`config.mk`:
```
export PLATFORM = sky130hd
export DESIGN_NAME = alu_op_sequencer
export DESIGN_NICKNAME = d
export VERILOG_FILES = /design/src/rtl/alu_seq_pkg.sv /design/src/rtl/seq_cmd_fifo.sv /design/src/rtl/alu_op_sequencer.sv
export SDC_FILE = /design/constraint.sdc
export NUM_CORES = 1
export LEC_CHECK = 0
export ABC_AREA = 0
export BUFFER_PORTS_ARGS = -buffer_cell sky130_fd_sc_hd__buf_2
export CAP_MARGIN = 0
export CORE_AREA = 2 2 90 92
export CTS_BUF_LIST = sky130_fd_sc_hd__clkbuf_4
export CTS_CLUSTER_DIAMETER = 150
export CTS_CLUSTER_SIZE = 12
export DETAILED_ROUTE_END_ITERATION = 8
export DIE_AREA = 0 0 92 94
export GPL_ROUTABILITY_DRIVEN = 0
export GPL_TIMING_DRIVEN = 0
export PLACE_DENSITY = 0.85
export SKIP_CTS_REPAIR_TIMING = 1
export SYNTH_ARGS = -nofsm -noshare
export SYNTH_HDL_FRONTEND = slang
export SYNTH_SLANG_ARGS = --single-unit
```
`constraint.sdc`:
```
create_clock -name clk -period 4.2 [get_ports clk]
set_input_delay 0.63 -clock clk [delete_from_list [all_inputs] [get_ports clk]]
set_output_delay 0.63 -clock clk [all_outputs]
set_load 0.02 [all_outputs]
```
`src/rtl/alu_seq_pkg.sv`:
```
// alu_seq_pkg: shared types for the ALU op sequencer
// ALU op codes, FSM states and the buffered command layout
package alu_seq_pkg;

  typedef enum logic [2:0] {
    ALU_AND = 3'd0,
    ALU_OR  = 3'd1,
    ALU_XOR = 3'd2,
    ALU_INC = 3'd3,
    ALU_ADD = 3'd4,
    ALU_SUB = 3'd5,
    ALU_SLT = 3'd6,
    ALU_SLL = 3'd7
  } alu_op_e;

  typedef enum logic [1:0] {
    S_IDLE  = 2'd0,
    S_ISSUE = 2'd1,
    S_WRITE = 2'd2,
    S_RESP  = 2'd3
  } seq_state_e;

  typedef struct packed {
    alu_op_e    op;
    logic [4:0] rs;
    logic [4:0] rt;
    logic [4:0] rd;
    logic       wb;
  } cmd_t;

  localparam int CMD_W = $bits(cmd_t);

endpackage

```
`src/rtl/seq_cmd_fifo.sv`:
```
// seq_cmd_fifo: synchronous command buffer
// Pointers carry a wrap bit so full/empty need no counter
module seq_cmd_fifo
  import alu_seq_pkg::*;
#(
  parameter int DEPTH = 2
) (
  input  logic clk,
  input  logic Reset,
  input  logic push,
  input  cmd_t wdata,
  input  logic pop,
  output cmd_t rdata,
  output logic full,
  output logic empty
);

  localparam int AW = $clog2(DEPTH);

  cmd_t           mem [DEPTH];
  logic [AW:0]    wp;
  logic [AW:0]    rp;
  logic           do_push;
  logic           do_pop;

  assign do_push = push && !full;
  assign do_pop  = pop && !empty;
  assign empty   = (wp == rp);
  assign full    = (wp[AW] != rp[AW]) &&
                   (wp[AW-1:0] == rp[AW-1:0]);
  assign rdata   = mem[rp[AW-1:0]];

  // pointer update; cleared by reset to flush the buffer
  always_ff @(posedge clk) begin
    if (Reset) begin
      wp <= '0;
      rp <= '0;
    end else begin
      if (do_push) wp <= wp + 1'b1;
      if (do_pop)  rp <= rp + 1'b1;
    end
  end

  // storage array, written only on an accepted push
  always_ff @(posedge clk) begin
    if (do_push) mem[wp[AW-1:0]] <= wdata;
  end

endmodule

```
`src/rtl/alu_op_sequencer.sv`:
```
// alu_op_sequencer: drives regfile+ALU datapath from commands
// read -> ALU -> optional writeback -> response, one state/cycle
module alu_op_sequencer
  import alu_seq_pkg::*;
#(
  parameter int FIFO_DEPTH     = 2,
  parameter bit OF_SUPPRESS_WB = 1'b0,
  parameter int CNT_W          = 16
) (
  input  logic             clk,
  input  logic             Reset,
  input  logic             cmd_valid,
  output logic             cmd_ready,
  input  logic [2:0]       cmd_op,
  input  logic [4:0]       cmd_rs,
  input  logic [4:0]       cmd_rt,
  input  logic [4:0]       cmd_rd,
  input  logic             cmd_wb,
  output logic [4:0]       R_Addr_A,
  output logic [4:0]       R_Addr_B,
  output logic [4:0]       W_Addr,
  output logic [2:0]       ALU_OP,
  output logic             Write_Reg,
  input  logic [31:0]      F,
  input  logic             OF,
  input  logic             ZF,
  output logic             rsp_valid,
  input  logic             rsp_ready,
  output logic [31:0]      rsp_result,
  output logic             rsp_of,
  output logic             rsp_zf,
  output logic             rsp_wrote,
  output logic             busy,
  output logic [CNT_W-1:0] retired
);

  seq_state_e state_q;
  seq_state_e state_d;
  cmd_t       cur_q;
  cmd_t       head;
  cmd_t       in_cmd;
  logic       fifo_pop;
  logic       full;
  logic       empty;
  logic       wb_go;

  assign in_cmd = '{op: alu_op_e'(cmd_op), rs: cmd_rs,
                    rt: cmd_rt, rd: cmd_rd, wb: cmd_wb};

  seq_cmd_fifo #(
    .DEPTH (FIFO_DEPTH)
  ) u_fifo (
    .clk   (clk),
    .Reset (Reset),
    .push  (cmd_valid),
    .wdata (in_cmd),
    .pop   (fifo_pop),
    .rdata (head),
    .full  (full),
    .empty (empty)
  );

  assign cmd_ready = !full;
  assign busy      = (state_q != S_IDLE) || !empty;
  assign R_Addr_A  = cur_q.rs;
  assign R_Addr_B  = cur_q.rt;
  assign W_Addr    = cur_q.rd;
  assign ALU_OP    = cur_q.op;
  assign wb_go     = cur_q.wb && !(OF_SUPPRESS_WB && OF);

  // state register
  always_ff @(posedge clk) begin
    if (Reset) state_q <= S_IDLE;
    else       state_q <= state_d;
  end

  // next-state and FIFO pop decision
  always_comb begin
    state_d  = state_q;
    fifo_pop = 1'b0;
    unique case (state_q)
      S_IDLE: begin
        if (!empty) begin
          fifo_pop = 1'b1;
          state_d  = S_ISSUE;
        end
      end
      S_ISSUE: state_d = wb_go ? S_WRITE : S_RESP;
      S_WRITE: state_d = S_RESP;
      S_RESP:  if (rsp_ready) state_d = S_IDLE;
      default: state_d = S_IDLE;
    endcase
  end

  // registered datapath controls, response capture, retire count
  always_ff @(posedge clk) begin
    if (Reset) begin
      cur_q      <= '0;
      Write_Reg  <= 1'b0;
      rsp_valid  <= 1'b0;
      rsp_result <= '0;
      rsp_of     <= 1'b0;
      rsp_zf     <= 1'b0;
      rsp_wrote  <= 1'b0;
      retired    <= '0;
    end else begin
      if (fifo_pop) cur_q <= head;
      Write_Reg <= (state_d == S_WRITE);
      rsp_valid <= (state_d == S_RESP);
      if (state_q == S_ISSUE) begin
        rsp_result <= F;
        rsp_of     <= OF;
        rsp_zf     <= ZF;
        rsp_wrote  <= wb_go;
      end
      if (state_q == S_RESP && rsp_ready)
        retired <= retired + CNT_W'(1);
    end
  end

endmodule

```
==> impl_metrics.yaml, run 1 <==
die:
  initial_core_util: 0.5582
  fp.dieW_um: 92
  dieArea_um2: 8648
  fp-row-count: 32
  core_area_um2: 7607
  top_level_ports: 130
  fp.dieH_um: 94
route:
  routed_wl_um: 8941
  drtPass1Iterations: 4
  vias: 3347
  drc: 0
  drt_iter0_drc: 82
  viasPerCell: 5.064
  drtAntennaViolNets: 0
  routedWlPerCell_um: 13.53
global_routing:
  grt_max_degree: 20
  grtUsageTotal: 0.2178
  grtUsageMet1: 0.2521
  grt_use_met2: 0.3842
  grt-busiest-layer: "met2"
  grt_pass1_vias: 3164
  grt_antenna_before_repair: 0
  met3_usage: 0.06260
  grt_first_pass_wirelength_um: 14480
  grt-ovfl-total: 0
sta:
  hold_viol: 0
  setup_viol: 0
  fin_tns_setup_ns: 0
  period_minus_slack_ns: 2.246
  skew_ns: 0.01782
  drv_slew: 0
  rsz0062_at_grt: "false"
  relSlewSlack: 0.3731
  holdWs_ns: 0.3388
  worstMarginPinSlew_ns: 0.9394
  finalCritPeriodShare: 0.5347
  max_freq_ghz: 0.4453
synthesis:
  avgSynthCellArea_um2: 10.64
  synth_seq_cells: 116
  netlist_area_um2: 4247
  ys_warn_count: 0
  ys_top_cells_by_area: "dfxtp_1, edfxtp_1, nand2_1, a21oi_1, mux2i_1"
  synth_top_area_frac: 0.3677
  syn-instance-count: 399
  synth.most_common_cell: "dfxtp_1"
  syn-num-nets: 457
  synth_top_cells_by_count: "dfxtp_1, nand2_1, a21oi_1"
  synth_flop_cell: "dfxtp_1"
  yosysTopAreaCell: "dfxtp_1"
  synth_cell_types: 35
  yosysSeqAreaShare: 0.6364
  synth_edf_count: 38
  async_flop_share: 0
cells_and_area:
  stdcell_count: 661
  nets: 604
  fin_area_um2: 5281
  antenna-diode-count: 0
  multiInputGateArea_um2: 1418
  area_growth_pct: 24.37
  fillers: 634
  regArea_um2: 2703
  layout-drive-gt1-share: 0.3041
critical_path:
  timing.rr.end: "u_fifo.mem[0][7]"
  cp_common_cell: "buf_2"
  cp_max_fo: 5
  cp_num_buf_inv: 2
  start_kind: "register"
  rrSetupSlack_ns: 1.97
  worstPathRequired_ns: 3.57
  arrival_ns: 1.62
  crit_family: "XOR/XNOR gates"
  slowest_stage: "xor2_1"
  end_kind: "output port"
  reg2regPathDepth: 4
  criticalPathCategory: "register to output port"
  worstReg2RegStart: "u_fifo.rp[0]"
  slowest_delay_ns: 0.36
  path_cells: "buf_2, xor2_1, nor2_1, nand2_1, buf_2"
placement:
  dp_cells: 629
  dp.final_hpwl_um: 6548
  dpl_cell_area_um2: 5017
  port-buffer-count: 128
hold_path:
  min_delay_path_depth: 1
  holdCritPathClass: "input pin to register"
  hold_path_startpoint: "cmd_rs[3]"
  worstHoldEndpoint: "u_fifo.mem[1][14]"
clock_tree:
  clk_latency_ns: 0.48
  cts_sinks: 116
  clkSlewWorstSetupHoldPaths_ns: 0.10
  cts.path.max_buffers: 2
  cts_tree: "yes"
  cts_root_buf: "clkbuf_4"
  cts_buffers: 17
  cts_max_level: 4
power:
  peakVddDrop_v: 0.0003816
  power_density_nw_per_um2: 657.3
  power.leakage_nw: 2.197
run_status:
  outcome: "completed"
run:
  max_cap_viol_count: 0
[worst max path at each step]
stage,cells past startpoint,slack (ns),to,from
2_1_floorplan,4,2.10,u_fifo.mem[0][0],u_fifo.rp[0]
3_3_place_gp,4,1.68,u_fifo.mem[0][2],u_fifo.rp[0]
3_5_place_dp,4,2.01,u_fifo.mem[0][14],u_fifo.rp[0]
4_1_cts,5,1.91,busy,u_fifo.rp[0]
5_1_grt,4,1.72,u_fifo.mem[0][0],u_fifo.rp[0]
6_report,5,1.95,busy,u_fifo.rp[0]
[cells by family (layout without fill, tap and decap cells)]
family / Yosys count / after routing / share of synthesized area
fa+ha+maj: 1 / 1 / 0.002946
flops: 116 / 116 / 0.6364
compound gates: 70 / 70 / 0.09782
xor+xnor: 16 / 16 / 0.03300
simple gates: 145 / 145 / 0.1520
mux: 20 / 20 / 0.04744
buf+inv: 31 / 191 / 0.03035
[metal layers]
layer	vias up	share of wire
met1	1544	0.42
met5	-	0
met3	10	0.060
met2	108	0.51
met4	0	0.014
li1	1685	-
[report_power, final]
group / switching [mW] / internal, mW / total [mW]
Clock: 0.386 / 0.363 / 0.749
Sequential: 0.118 / 1.41 / 1.53
Combinational: 0.775 / 0.422 / 1.20
Total: 1.28 / 2.19 / 3.47
[registers in the layout (all words and copies together), names as in the netlist, 2 cells and up]
name	cells
u_fifo.mem	38
rsp_result	32
retired	16
R_Addr_A	5
R_Addr_B	5
W_Addr	5
ALU_OP	3
state_q	2
u_fifo.rp	2
u_fifo.wp	2
[worst reg2reg max path, cell delays in order, from the launching register on]
cell	delay, ns
dfxtp_1	0.31
buf_2	0.15
xor2_1	0.36
o21ai_0	0.27
nor2_2	0.77
[metrics by stage]
stage | setup slack (ns) | power (mW) | util
5_1_grt | 1.719 | 3.705 | 0.6942
3_3_place_gp | 1.678 | 2.700 | 0.6592
2_1_floorplan | 2.098 | 2.375 | -
3_5_place_dp | 2.013 | 2.753 | 0.6595
4_1_cts | 1.915 | 3.500 | 0.6942
6_report | 1.954 | 3.472 | 0.6942
[layout make-up]
class                           count  area share
Clock buffer                       20     0.02843
Sequential cell                   116      0.5117
Tap cell                          102     0.02416
Multi-Input combinational cell    252      0.2684
Inverter                            5    0.003554
Buffer                             26     0.02085
Clock inverter                     12     0.02156
Timing Repair Buffer              128      0.1213
[cell usage in the layout, fill, tap and decap left out, types with 3 or more instances in the layout]
| cell type | count |
|---|---|
| a211oi_1 | 19 |
| a21oi_1 | 42 |
| buf_1 | 5 |
| buf_2 | 132 |
| clkbuf_1 | 15 |
| clkbuf_4 | 20 |
| clkinv_1 | 3 |
| clkinv_2 | 4 |
| clkinvlp_4 | 3 |
| dfxtp_1 | 78 |
| edfxtp_1 | 38 |
| inv_1 | 5 |
| mux2i_1 | 19 |
| nand2_1 | 75 |
| nand2b_1 | 4 |
| nand3_1 | 4 |
| nand4_1 | 4 |
| nor2_1 | 38 |
| nor2b_1 | 3 |
| nor4_1 | 4 |
| o21ai_0 | 3 |
| xnor2_1 | 9 |
| xor2_1 | 7 |
No activity file was read; power rests on OpenSTA's default activity.
==> inputs of run 2 (changes only) <==
Settings changed: CORE_AREA 2 2 90 92 to 2 2 98 100, DIE_AREA 0 0 92 94 to 0 0 100 102, PLACE_DENSITY 0.85 to 0.76.
Clock period 4.2 ns to 2 ns, I/O delays scaled along.
==> run 2 against run 1 <==
Effect of this change:
- clock skew shrank 0.0029 ns
- utilization shrank 6.2 points
- die area grew 18%
- power grew 130%
- global-route usage shrank 3.7 points
- non-clock buffer count grew 36
- critical path depth shrank 1
- clock power grew to 2.7 times the previous value
- combinational power grew 120%
- via count grew 4.0%
- sequential share of layout area shrank 4.2 points
- first-iteration DRC count grew 35%
- largest cell class unchanged
==> impl_metrics.yaml, run 2 (same netlist as run 1, synthesis figures left out) <==
run_status:
  outcome: "completed"
critical_path:
  cp-startpoint: "u_fifo.rp[0]"
  reg2regPathDepth: 4
  slowest_stage: "nor2_4"
  start_kind: "register"
  endpoint: "u_fifo.mem[0][2]"
  slowest_delay_ns: 0.52
  timing.rr.end: "u_fifo.mem[0][2]"
  arrival_ns: 1.99
  cp_num_buf_inv: 1
  cp_max_fo: 19
  worstReg2RegStart: "u_fifo.rp[0]"
  end_kind: "register"
  path_cells: "buf_2, xor2_2, o21ai_0, nor2_4"
  crit_family: "simple AND/OR/NAND/NOR gates"
  worstPathRequired_ns: 2.12
  criticalPathCategory: "register to register"
  timing.critical_path.depth: 4
  rrSetupSlack_ns: 0.13
die:
  core_area_um2: 9109
  initial_core_util: 0.4662
  top_level_ports: 130
  fp.dieW_um: 100
  fp.dieH_um: 102
  dieArea_um2: 10200
  fp-row-count: 35
cells_and_area:
  layout_commonest_cell: "buf_2"
  fin_area_um2: 5756
  area_growth_pct: 35.53
  nets: 640
  stdcell_count: 706
  post-route-util: 0.6319
  largest_reg_flops: 38
  layout-drive-gt1-share: 0.2975
  layout_common_cells: "buf_2, dfxtp_1, nand2_1"
  antenna-diode-count: 0
  fillers: 725
global_routing:
  grt_use_met2: 0.3150
  grtUsageMet1: 0.2035
  met3_usage: 0.07045
  grt-ovfl-total: 0
  grt_max_degree: 20
  grt-busiest-layer: "met2"
  grtUsageTotal: 0.1805
  grt_first_pass_wirelength_um: 14210
  grt_pass1_vias: 3125
  grt_antenna_before_repair: 0
placement:
  dp_cells: 638
  port-buffer-count: 128
  dpl_cell_area_um2: 5029
  dp.final_hpwl_um: 6570
route:
  vias: 3482
  routedWlPerCell_um: 14.13
  drc: 0
  routed_wl_um: 9978
  drt_iter0_drc: 111
  drtAntennaViolNets: 0
  drtPass1Iterations: 5
  viasPerCell: 4.932
sta:
  period_minus_slack_ns: 1.866
  holdWs_ns: 0.04183
  max_freq_ghz: 0.5360
  finalCritPeriodShare: 0.9329
  worstMarginPinSlew_ns: 0.8081
  setup_viol: 0
  drv_slew: 0
  hold_viol: 0
  skew_ns: 0.01494
  relSlewSlack: 0.4613
power:
  power.leakage_nw: 2.402
  p_total_mw: 7.831
  peakVddDrop_v: 0.0007530
  power_density_nw_per_um2: 1361
run:
  max_cap_viol_count: 0
clock_tree:
  cts_sinks: 116
  clk_latency_ns: 0.48
  cts_root_buf: "clkbuf_4"
  clkSlewWorstSetupHoldPaths_ns: 0.12
  cts_max_level: 4
  cts.path.max_buffers: 2
  cts_tree: "yes"
  cts_buffers: 17
hold_path:
  holdCritPathClass: "input pin to register"
[run 2: worst min path at each step]
stage,start,end,slack [ns],cells past startpoint
final,F[8],rsp_result[8],0.04,3
after global placement,rsp_result[8],rsp_result[8],0.44,2
after detailed placement,rsp_result[11],rsp_result[11],0.45,2
after CTS,cmd_rd[2],u_fifo.mem[0][3],-0.03,1
after floorplan,cmd_wb,u_fifo.mem[0][0],0.40,0
after global routing,F[16],rsp_result[16],0.003,3
[run 2: worst reg2reg max path, delay by kind of cell, from the launching register on]
| kind | cells | cell delay (ns) |
|---|---|---|
| xor+xnor | 1 | 0.24 |
| flops | 1 | 0.33 |
| buf+inv | 1 | 0.18 |
| compound gates | 1 | 0.24 |
| simple gates | 1 | 0.52 |
[run 2: final cells by class]
type | instances | area [µm²] | area share
repair buffers | 164 | 996.0 | 0.1730
clock buffers | 17 | 127.6 | 0.02217
well taps | 111 | 138.9 | 0.02413
multi-input cells | 252 | 1439 | 0.2500
inverters | 5 | 22.52 | 0.003913
flip-flops and latches | 116 | 2703 | 0.4696
clock inverters | 15 | 219.0 | 0.03804
plain buffers | 26 | 110.1 | 0.01913
[run 2: where the power goes]
part	total, mW	leakage [nW]	switching (mW)	internal, mW
clock	2.00	0.184	0.971	1.03
sequential	3.21	0.992	0.262	2.95
combinational	2.61	1.22	1.67	0.946
[run 2: routing by layer]
| layer | part of all wire | wire length [µm] | vias to the layer above |
|---|---|---|---|
| li1 | - | - | 1740 |
| met1 | 0.41 | 4068 | 1621 |
| met3 | 0.062 | 618 | 12 |
| met4 | 0.0097 | 97 | 0 |
| met2 | 0.52 | 5193 | 109 |
| met5 | 0 | 0 | - |
[run 2: metrics by stage]
step                setup TNS (ns)  setup WS, ns
floorplan                        0        0.1889
global placement            -2.966       -0.1572
detailed placement          -3.452       -0.1825
CTS                         -4.108       -0.2253
global route             -0.002496     -0.002496
finish                           0        0.1342
==> inputs of run 3 (changes only) <==
Settings changed: RECOVER_POWER from default to 100.
==> run 3 against run 2 <==
Effect of this change:
- clock skew fell by 0.0041 ns
- register-to-register slack barely moved
- sequential share of layout area rose by 0.91 points
- wire length rose by 0.43%
- hold slack got worse by 0.0013 ns
- cell count did not move
- clock-buffer cell count did not move
- critical path depth did not move
- global-route usage did not move
- clock power barely moved
- largest cell class unchanged
- critical path type unchanged
- sequential cell count did not move
==> impl_metrics.yaml, run 3 (same netlist as run 1, synthesis figures left out) <==
critical_path:
  arrival_ns: 1.99
  start_kind: "register"
  cp_max_fo: 19
  reg2regPathDepth: 4
  rrSetupSlack_ns: 0.14
  worstPathRequired_ns: 2.12
  criticalPathCategory: "register to register"
  end_kind: "register"
route:
  drtAntennaViolNets: 0
  routedWlPerCell_um: 14.19
  viasPerCell: 4.932
  vias: 3482
  drtPass1Iterations: 5
  drc: 0
  drt_iter0_drc: 116
  routed_wl_um: 10020
sta:
  fin_tns_setup_ns: 0
  period_minus_slack_ns: 1.863
  relSlewSlack: 0.4615
  hold_viol: 0
  skew_ns: 0.01082
  finalCritPeriodShare: 0.9316
  drv_slew: 0
  worstMarginPinSlew_ns: 0.8078
  setup_viol: 0
  holdWs_ns: 0.04057
  max_freq_ghz: 0.5367
cells_and_area:
  largest_reg_flops: 38
  antenna-diode-count: 0
  stdcell_count: 706
  layout_common_cells: "clkbuf_1, dfxtp_1, nand2_1"
  layout_commonest_cell: "clkbuf_1"
  nets: 640
  fillers: 780
  area_growth_pct: 32.97
  fin_area_um2: 5647
  layout-drive-gt1-share: 0.1513
die:
  core_area_um2: 9109
  top_level_ports: 130
  dieArea_um2: 10200
  fp.dieW_um: 100
  fp-row-count: 35
  fp.dieH_um: 102
  initial_core_util: 0.4662
clock_tree:
  cts_sinks: 116
  clk_latency_ns: 0.48
  cts_max_level: 4
  cts.path.max_buffers: 2
  cts_tree: "yes"
  clkSlewWorstSetupHoldPaths_ns: 0.12
  cts_buffers: 17
  cts_root_buf: "clkbuf_4"
power:
  peakVddDrop_v: 0.0007415
  power.leakage_nw: 2.062
  p_total_mw: 7.745
  power_density_nw_per_um2: 1372
hold_path:
  min_delay_path_depth: 3
  holdCritPathClass: "input pin to register"
placement:
  dp_cells: 638
  dp.final_hpwl_um: 6570
  port-buffer-count: 128
  dpl_cell_area_um2: 5029
run:
  max_cap_viol_count: 0
global_routing:
  grt_first_pass_wirelength_um: 14210
  grtUsageTotal: 0.1805
  grt-ovfl-total: 0
  grt_pass1_vias: 3125
  grt_antenna_before_repair: 0
  grt_max_degree: 20
run_status:
  outcome: "completed"
[run 3: cell count changes in the layout (fill, tap and decap cells not counted)]
cell      previous run  this run
clkbuf_1            15       103
buf_2              132        45
buf_1                5         4
[run 3: through the flow]
step	setup slack, ns	util
6_report	0.1368	0.6199
5_1_grt	-0.002496	0.6199
4_1_cts	-0.2253	0.5901
3_5_place_dp	-0.1825	0.5521
3_3_place_gp	-0.1572	0.5521
2_1_floorplan	0.1889	-
[run 3: final cells by class]
| class | count | area, µm² | share of cell area |
|---|---|---|---|
| timing repair buffer | 164 | 888.4 | 0.1573 |
| inverter | 5 | 22.52 | 0.003988 |
| sequential | 116 | 2703 | 0.4786 |
| clock inverter | 15 | 219.0 | 0.03878 |
| multi-input combinational | 252 | 1439 | 0.2548 |
| clock buffer | 17 | 127.6 | 0.02260 |
| buffer | 26 | 108.9 | 0.01928 |
| tap | 111 | 138.9 | 0.02460 |
[run 3: report_power, final]
part / switching [mW] / internal (mW) / leakage [nW]
combinational: 1.67 / 0.851 / 0.886
sequential: 0.271 / 2.95 / 0.992
clock: 0.968 / 1.03 / 0.184
total: 2.91 / 4.84 / 2.06
[run 3: per-layer routing]
| metal | vias up | part of all wire | GRT usage |
|---|---|---|---|
| li1 | 1739 | - | - |
| met1 | 1624 | 0.41 | 0.2035 |
| met2 | 109 | 0.52 | 0.3150 |
| met3 | 10 | 0.066 | 0.07045 |
| met4 | 0 | 0.0087 | 0.06217 |
| met5 | - | 0 | 0 |
[run 3: path summary, 6_finish.rpt]
path,from,end
min,F[8],rsp_result[8]
min reg2reg,rsp_result[11],rsp_result[11]
max reg2reg,u_fifo.rp[0],u_fifo.mem[0][2]
max,u_fifo.rp[0],u_fifo.mem[0][2]
[run 3: worst max-delay path: stages (launching register included)]
cell	delay, ns
dfxtp_1	0.33
buf_2	0.18
xor2_2	0.24
o21ai_0	0.24
nor2_4	0.51
